==> config.mk <==
export PLATFORM = sky130hd
export DESIGN_NAME = seq_classifier_flat
export DESIGN_NICKNAME = d
export VERILOG_FILES = /design/src/rtl/seq_classifier_if.sv /design/src/rtl/seq_classifier.sv /design/src/flat_wrapper.sv
export SDC_FILE = /design/constraint.sdc
export NUM_CORES = 1
export LEC_CHECK = 0
export ABC_AREA = 1
export ABC_CLOCK_PERIOD_IN_PS = 8700
export CORE_MARGIN = 5
export CORE_UTILIZATION = 40
export DETAILED_ROUTE_END_ITERATION = 16
export GPL_TIMING_DRIVEN = 0
export PLACE_DENSITY = 0.56
export SKIP_CTS_REPAIR_TIMING = 1
export SYNTH_ARGS = -nofsm -noshare
export SYNTH_HDL_FRONTEND = slang
export SYNTH_SLANG_ARGS = --single-unit
==> constraint.sdc <==
create_clock -name clk -period 8.7 [get_ports clk]
set_clock_uncertainty 0.15 [all_clocks]
set_input_delay 2.175 -clock clk [delete_from_list [all_inputs] [get_ports clk]]
set_output_delay 2.175 -clock clk [all_outputs]
set_load 0.03 [all_outputs]
==> src/rtl/seq_classifier_if.sv <==
// Sample stream and classification result bundle for seq_classifier.
// The stimulus source uses the master modport and the classifier uses the slave modport.
interface seq_classifier_if;
    logic       restart;
    logic       sample_valid;
    logic [7:0] sample_data;
    logic [7:0] cand_mask;
    logic       locked;
    logic [2:0] seq_id;
    logic       fail;
    logic [7:0] expect_data;
    logic [7:0] sample_count;

    modport master (
        output restart, sample_valid, sample_data,
        input  cand_mask, locked, seq_id, fail, expect_data, sample_count
    );

    modport slave (
        input  restart, sample_valid, sample_data,
        output cand_mask, locked, seq_id, fail, expect_data, sample_count
    );
endinterface

==> src/rtl/seq_classifier.sv <==
// Identifies which of the eight generator sequences produced an 8-bit sample stream.
// After lock it keeps checking every element and flags the first divergence.
module seq_classifier #(
    parameter int MIN_SAMPLES = 3
) (
    input  logic             clk,
    input  logic             reset,
    seq_classifier_if.slave  bus
);

    typedef enum logic [1:0] {
        S_IDLE,
        S_TRACK,
        S_LOCKED,
        S_FAIL
    } state_t;

    // Each field holds either the current element k of a sequence or the extra
    // recurrence state needed to produce element k+1.
    typedef struct packed {
        logic [7:0] sq;
        logic [7:0] sq_step;
        logic [7:0] pw3;
        logic [7:0] tri_x;
        logic [7:0] tri_step;
        logic [7:0] fib_a;
        logic [7:0] fib_b;
        logic [7:0] pell_a;
        logic [7:0] pell_b;
        logic [7:0] luc_a;
        logic [7:0] luc_b;
        logic [7:0] pad_a;
        logic [7:0] pad_b;
        logic [7:0] pad_c;
        logic [7:0] syl;
    } model_t;

    typedef logic [7:0][7:0] elem_vec_t;

    localparam model_t MODEL_RESET = '{
        sq:       8'd0,
        sq_step:  8'd1,
        pw3:      8'd1,
        tri_x:    8'd0,
        tri_step: 8'd1,
        fib_a:    8'd1,
        fib_b:    8'd1,
        pell_a:   8'd0,
        pell_b:   8'd1,
        luc_a:    8'd2,
        luc_b:    8'd1,
        pad_a:    8'd1,
        pad_b:    8'd1,
        pad_c:    8'd1,
        syl:      8'd2
    };

    localparam logic [7:0] MIN_COUNT = 8'(MIN_SAMPLES);

    function automatic elem_vec_t model_elems(input model_t m);
        elem_vec_t e;
        e[0] = m.sq;
        e[1] = m.pw3;
        e[2] = m.tri_x;
        e[3] = m.fib_a;
        e[4] = m.pell_a;
        e[5] = m.luc_a;
        e[6] = m.pad_a;
        e[7] = m.syl;
        return e;
    endfunction

    // All arithmetic stays 8 bits wide, so every recurrence wraps modulo 256.
    function automatic model_t model_step(input model_t m);
        model_t n;
        n          = m;
        n.sq       = m.sq + m.sq_step;
        n.sq_step  = m.sq_step + 8'd2;
        n.pw3      = m.pw3 + {m.pw3[6:0], 1'b0};
        n.tri_x    = m.tri_x + m.tri_step;
        n.tri_step = m.tri_step + 8'd1;
        n.fib_a    = m.fib_b;
        n.fib_b    = m.fib_a + m.fib_b;
        n.pell_a   = m.pell_b;
        n.pell_b   = {m.pell_b[6:0], 1'b0} + m.pell_a;
        n.luc_a    = m.luc_b;
        n.luc_b    = m.luc_a + m.luc_b;
        n.pad_a    = m.pad_b;
        n.pad_b    = m.pad_c;
        n.pad_c    = m.pad_a + m.pad_b;
        n.syl      = m.syl * (m.syl - 8'd1) + 8'd1;
        return n;
    endfunction

    state_t     state,       state_nxt;
    model_t     model,       model_nxt;
    logic [7:0] cand_mask,   cand_mask_nxt;
    logic       locked,      locked_nxt;
    logic [2:0] seq_id,      seq_id_nxt;
    logic       fail,        fail_nxt;
    logic [7:0] expect_data, expect_data_nxt;
    logic [7:0] count,       count_nxt;

    model_t     stepped;
    elem_vec_t  cur_elems;
    elem_vec_t  next_elems;
    logic [7:0] hit;
    logic [7:0] new_mask;
    logic [7:0] count_inc;
    logic       accept;
    logic       one_hot;
    logic [2:0] hit_idx;

    assign stepped    = model_step(model);
    assign cur_elems  = model_elems(model);
    assign next_elems = model_elems(stepped);
    assign accept     = bus.sample_valid && !bus.restart && (state != S_FAIL);
    assign new_mask   = cand_mask & hit;
    assign count_inc  = (count == 8'hFF) ? 8'hFF : count + 8'd1;
    assign one_hot    = (new_mask != 8'd0) && ((new_mask & (new_mask - 8'd1)) == 8'd0);

    // NOTE: every variable written in a combinational block gets a default first, so no path can infer a latch.
    always_comb begin
        hit     = '0;
        hit_idx = '0;
        for (int i = 0; i < 8; i++) begin
            hit[i] = (cur_elems[i] == bus.sample_data);
            if (new_mask[i]) hit_idx = 3'(i);
        end
    end

    always_comb begin
        state_nxt       = state;
        model_nxt       = model;
        cand_mask_nxt   = cand_mask;
        locked_nxt      = locked;
        seq_id_nxt      = seq_id;
        fail_nxt        = fail;
        expect_data_nxt = expect_data;
        count_nxt       = count;

        if (bus.restart) begin
            state_nxt       = S_IDLE;
            model_nxt       = MODEL_RESET;
            cand_mask_nxt   = 8'hFF;
            locked_nxt      = 1'b0;
            seq_id_nxt      = 3'd0;
            fail_nxt        = 1'b0;
            expect_data_nxt = 8'd0;
            count_nxt       = 8'd0;
        end else if (accept) begin
            model_nxt     = stepped;
            count_nxt     = count_inc;
            cand_mask_nxt = new_mask;
            unique case (state)
                S_IDLE: begin
                    if (new_mask == 8'd0) begin
                        state_nxt = S_FAIL;
                        fail_nxt  = 1'b1;
                    end else begin
                        state_nxt = S_TRACK;
                    end
                end
                S_TRACK: begin
                    if (new_mask == 8'd0) begin
                        state_nxt = S_FAIL;
                        fail_nxt  = 1'b1;
                    end else if (one_hot && (count_inc >= MIN_COUNT)) begin
                        state_nxt       = S_LOCKED;
                        locked_nxt      = 1'b1;
                        seq_id_nxt      = hit_idx;
                        expect_data_nxt = next_elems[hit_idx];
                    end
                end
                S_LOCKED: begin
                    if (bus.sample_data == expect_data) begin
                        expect_data_nxt = next_elems[seq_id];
                    end else begin
                        state_nxt       = S_FAIL;
                        cand_mask_nxt   = 8'd0;
                        locked_nxt      = 1'b0;
                        seq_id_nxt      = 3'd0;
                        expect_data_nxt = 8'd0;
                        fail_nxt        = 1'b1;
                    end
                end
                default: ;
            endcase
        end
    end

    // NOTE: state registers use non-blocking assignments so every flop samples pre-edge values.
    always_ff @(posedge clk or posedge reset) begin
        if (reset) begin
            state       <= S_IDLE;
            model       <= MODEL_RESET;
            cand_mask   <= 8'hFF;
            locked      <= 1'b0;
            seq_id      <= 3'd0;
            fail        <= 1'b0;
            expect_data <= 8'd0;
            count       <= 8'd0;
        end else begin
            state       <= state_nxt;
            model       <= model_nxt;
            cand_mask   <= cand_mask_nxt;
            locked      <= locked_nxt;
            seq_id      <= seq_id_nxt;
            fail        <= fail_nxt;
            expect_data <= expect_data_nxt;
            count       <= count_nxt;
        end
    end

    assign bus.cand_mask    = cand_mask;
    assign bus.locked       = locked;
    assign bus.seq_id       = seq_id;
    assign bus.fail         = fail;
    assign bus.expect_data  = expect_data;
    assign bus.sample_count = count;

endmodule

==> src/flat_wrapper.sv <==
// flat-port wrapper written by rule: the top's interface ports become plain ports
module seq_classifier_flat 
#(
    parameter int MIN_SAMPLES = 3
)
  (clk, reset, bus_restart, bus_sample_valid, bus_sample_data, bus_cand_mask, bus_locked, bus_seq_id, bus_fail, bus_expect_data, bus_sample_count);
  seq_classifier_if bus_i ();
  input  logic clk;
  input  logic reset;
  input wire logic [$bits(bus_i.restart)-1:0] bus_restart;
  input wire logic [$bits(bus_i.sample_valid)-1:0] bus_sample_valid;
  input wire logic [$bits(bus_i.sample_data)-1:0] bus_sample_data;
  output wire logic [$bits(bus_i.cand_mask)-1:0] bus_cand_mask;
  output wire logic [$bits(bus_i.locked)-1:0] bus_locked;
  output wire logic [$bits(bus_i.seq_id)-1:0] bus_seq_id;
  output wire logic [$bits(bus_i.fail)-1:0] bus_fail;
  output wire logic [$bits(bus_i.expect_data)-1:0] bus_expect_data;
  output wire logic [$bits(bus_i.sample_count)-1:0] bus_sample_count;
  assign bus_i.restart = bus_restart;
  assign bus_i.sample_valid = bus_sample_valid;
  assign bus_i.sample_data = bus_sample_data;
  assign bus_cand_mask = bus_i.cand_mask;
  assign bus_locked = bus_i.locked;
  assign bus_seq_id = bus_i.seq_id;
  assign bus_fail = bus_i.fail;
  assign bus_expect_data = bus_i.expect_data;
  assign bus_sample_count = bus_i.sample_count;
  seq_classifier #(.MIN_SAMPLES(MIN_SAMPLES)) u_core (.clk(clk), .reset(reset), .bus(bus_i));
endmodule
==> out/results.ini <==
[die]
placeableCoreArea_sq_um=27710
die_h_um=177.2
die-area_sq_um=31390
start_util_pct=40.36
placementRows=61
die_x_um=177.2
ioPinCount=41

[route]
drt_iter0_drc=1203
wirelength_um=42140
routedWlPerCell_um=21.27
wl_met2_um=18170
dr.pass1.iters=6
vias_per_cell=5.494
antenna_left=0
wl_met3_um=3543
drc=0
num_vias=10880
top_layer_used=met5
wl_met1_um=18640

[global_routing]
track_usage_pct=27.42
grt_pass1_wl_um=64520
gr-total-overflow=0
antenna_found_initial=1
grt_pass1_vias=10550
grt_max_degree=83

[clocking]
numCtsBuffers=17
cts-root-buf=clkbuf_16
insertion_delay_ns=0.45
clk_pin_slew_worst_paths_ns=0.07
cts_sinks=150
cts_tree=done
clockBufferDepth=2
h-tree-depth=4

[yosys]
synth_seq_area_share_pct=33.78
synthTopCellsByCount=nand2_1 (300), inv_1 (223), nor2_1 (145), dfrtp_1 (131), nand3_1 (119)
ys_warn_count=0
synth_fp_nets=1640
synth_area_leaders=dfrtp_1 (29%), nand2_1 (10%), ha_1 (8.3%), inv_1 (7.5%), nand3_1 (5.3%)
synthArstFlopShare_pct=100.0
yosysMostFrequentCell=nand2_1
synth_cells=1535
syn_avg_cell_area_sq_um=7.284
ys_ff_latch=150
synth_top_area_cell=dfrtp_1
synth_ff_type=dfrtp_1
syn_area_sq_um=11180
synth_top_area_share_pct=29.32
synth_edf_count=0
ys_types=53

[timing]
slew_headroom_pct=23.88
timing_hold_violations_final=0
rsz0062_at_grt=no
finalMaxSlewViolations=0
min_period_ns=5.736
setup_viol=0
hold_ws_ns=0.3469
period_share_pct=65.93
tightestPinTransition_ns=1.138
max_clock_freq_ghz=0.1743

[placement]
io_buffers=35
place.gp.congestion=0.9903
place_hpwl_um=30950
placed_area_sq_um=12040

[layout]
antenna_cells=0
fin_nets=1695
final_area_sq_um=12620
syn_to_final_growth_pct=12.87
postLayoutCoreUtil_pct=45.55
num-fill-cells=2858
drive_above_1_share_pct=6.613

[critical_path]
crit_fanout=7
cp.required_ns=8.92
crit_type=reg -> reg
end_kind=flop
cp_slowest_cell=dfstp_2
cpMostUsedCell=nand2_1
cpPeakStageDelay_ns=0.60
crit_arrival_ns=5.96
cp-start-kind=flop

[power]
peakVddDrop_uv=98.51
p_per_area_nw_per_um2=235.1
p_leak_nw=6.094

[job]
drv_cap=0

[status]
status=finished clean

[worst_hold_path]
hold_class=reg -> reg

==> power by group <==
part	total, mW	internal, mW	switching, mW
Clock	0.761	0.409	0.352
Combinational	1.28	0.428	0.851
Sequential	0.927	0.809	0.117
==> worst max-delay path, delay by kind of cell, from the launching register on <==
kind / cells / cell delay [ns]
buf+inv: 7 / 0.63
compound gates: 2 / 0.32
simple gates: 15 / 1.29
fa+ha+maj: 7 / 2.67
flops: 1 / 0.60
==> area by class of cell <==
| type | count | area [sq um] | area share, % |
|---|---|---|---|
| multi-input cells | 1088 | 6216 | 49.26 |
| flip-flops and latches | 150 | 3777 | 29.93 |
| inverters | 239 | 912.1 | 7.228 |
| well taps | 378 | 473.0 | 3.748 |
| clock buffers | 18 | 439.2 | 3.480 |
| repair buffers | 36 | 377.9 | 2.994 |
| plain buffers | 58 | 282.8 | 2.241 |
| clock inverters | 14 | 141.4 | 1.120 |
==> cells in the final DEF, fill, tap and decap left out, types with 12 or more instances in the layout <==
master	netlist	routed
clkbuf_1	31	31
dfrtp_1	131	131
o22ai_1	66	66
nand2_1	300	300
inv_2	12	12
a21oi_1	96	96
inv_1	223	222
xnor2_1	32	32
fa_1	19	19
nand4_1	13	13
nand3_1	119	119
clkbuf_16	0	17
ha_1	74	74
dfstp_2	19	19
o21ai_0	117	117
nor3_1	13	13
clkdlybuf4s50_1	0	35
nor2_1	145	145
xor2_1	27	27
==> sequential cells by signal, indices dropped and copies added (netlist names) <==
signal,cells
u_core.cur_elems,64
u_core.state,2
u_core.bus.locked,1
u_core.bus.seq_id,3
u_core.model,55
u_core.bus.fail,1
u_core.bus.sample_count,8
u_core.bus.expect_data,8
u_core.bus.cand_mask,8
==> final timing paths <==
kind,endpoint,startpoint,cells past startpoint,slack (ns)
setup / recovery,u_core.bus.expect_data[7]$_DFFE_PP0P_,u_core.cur_elems[57]$_DFFE_PP1N_,31,2.96
hold / removal,u_core.model[8]$_DFFE_PP1N_,u_core.model[8]$_DFFE_PP1N_,2,0.35
setup reg to reg,u_core.bus.expect_data[7]$_DFFE_PP0P_,u_core.cur_elems[57]$_DFFE_PP1N_,31,2.96
hold reg to reg,u_core.model[8]$_DFFE_PP1N_,u_core.model[8]$_DFFE_PP1N_,2,0.35
max in group asynchronous,u_core.bus.cand_mask[0]$_DFFE_PP1N_,reset,3,5.55
min in group asynchronous,u_core.model[35]$_DFFE_PP0N_,reset,2,2.01
==> through the flow <==
stage	setup TNS [ns]	instances	power (mW)	worst slack, ns
floorplan	0	1535	1.752	2.370
global placement	-22.81	1948	2.191	-0.1894
detailed placement	0	1949	2.203	2.701
CTS	0	1981	2.961	3.052
global route	0	1981	3.159	2.565
finish	0	1981	2.967	2.964
==> cell families after synthesis <==
group           share of synthesized area (%)
fa+ha+maj                               11.68
compound gates                          15.75
simple gates                            23.55
buf+inv                                 10.62
flops                                   33.78
xor+xnor                                4.622
==> per-layer routing <==
layer	vias up	track usage, %
met5	-	0
met4	2	11.15
met3	85	5.362
met2	445	41.63
met1	5205	38.45
li1	5147	-
(Power assumes the default switching activity.)
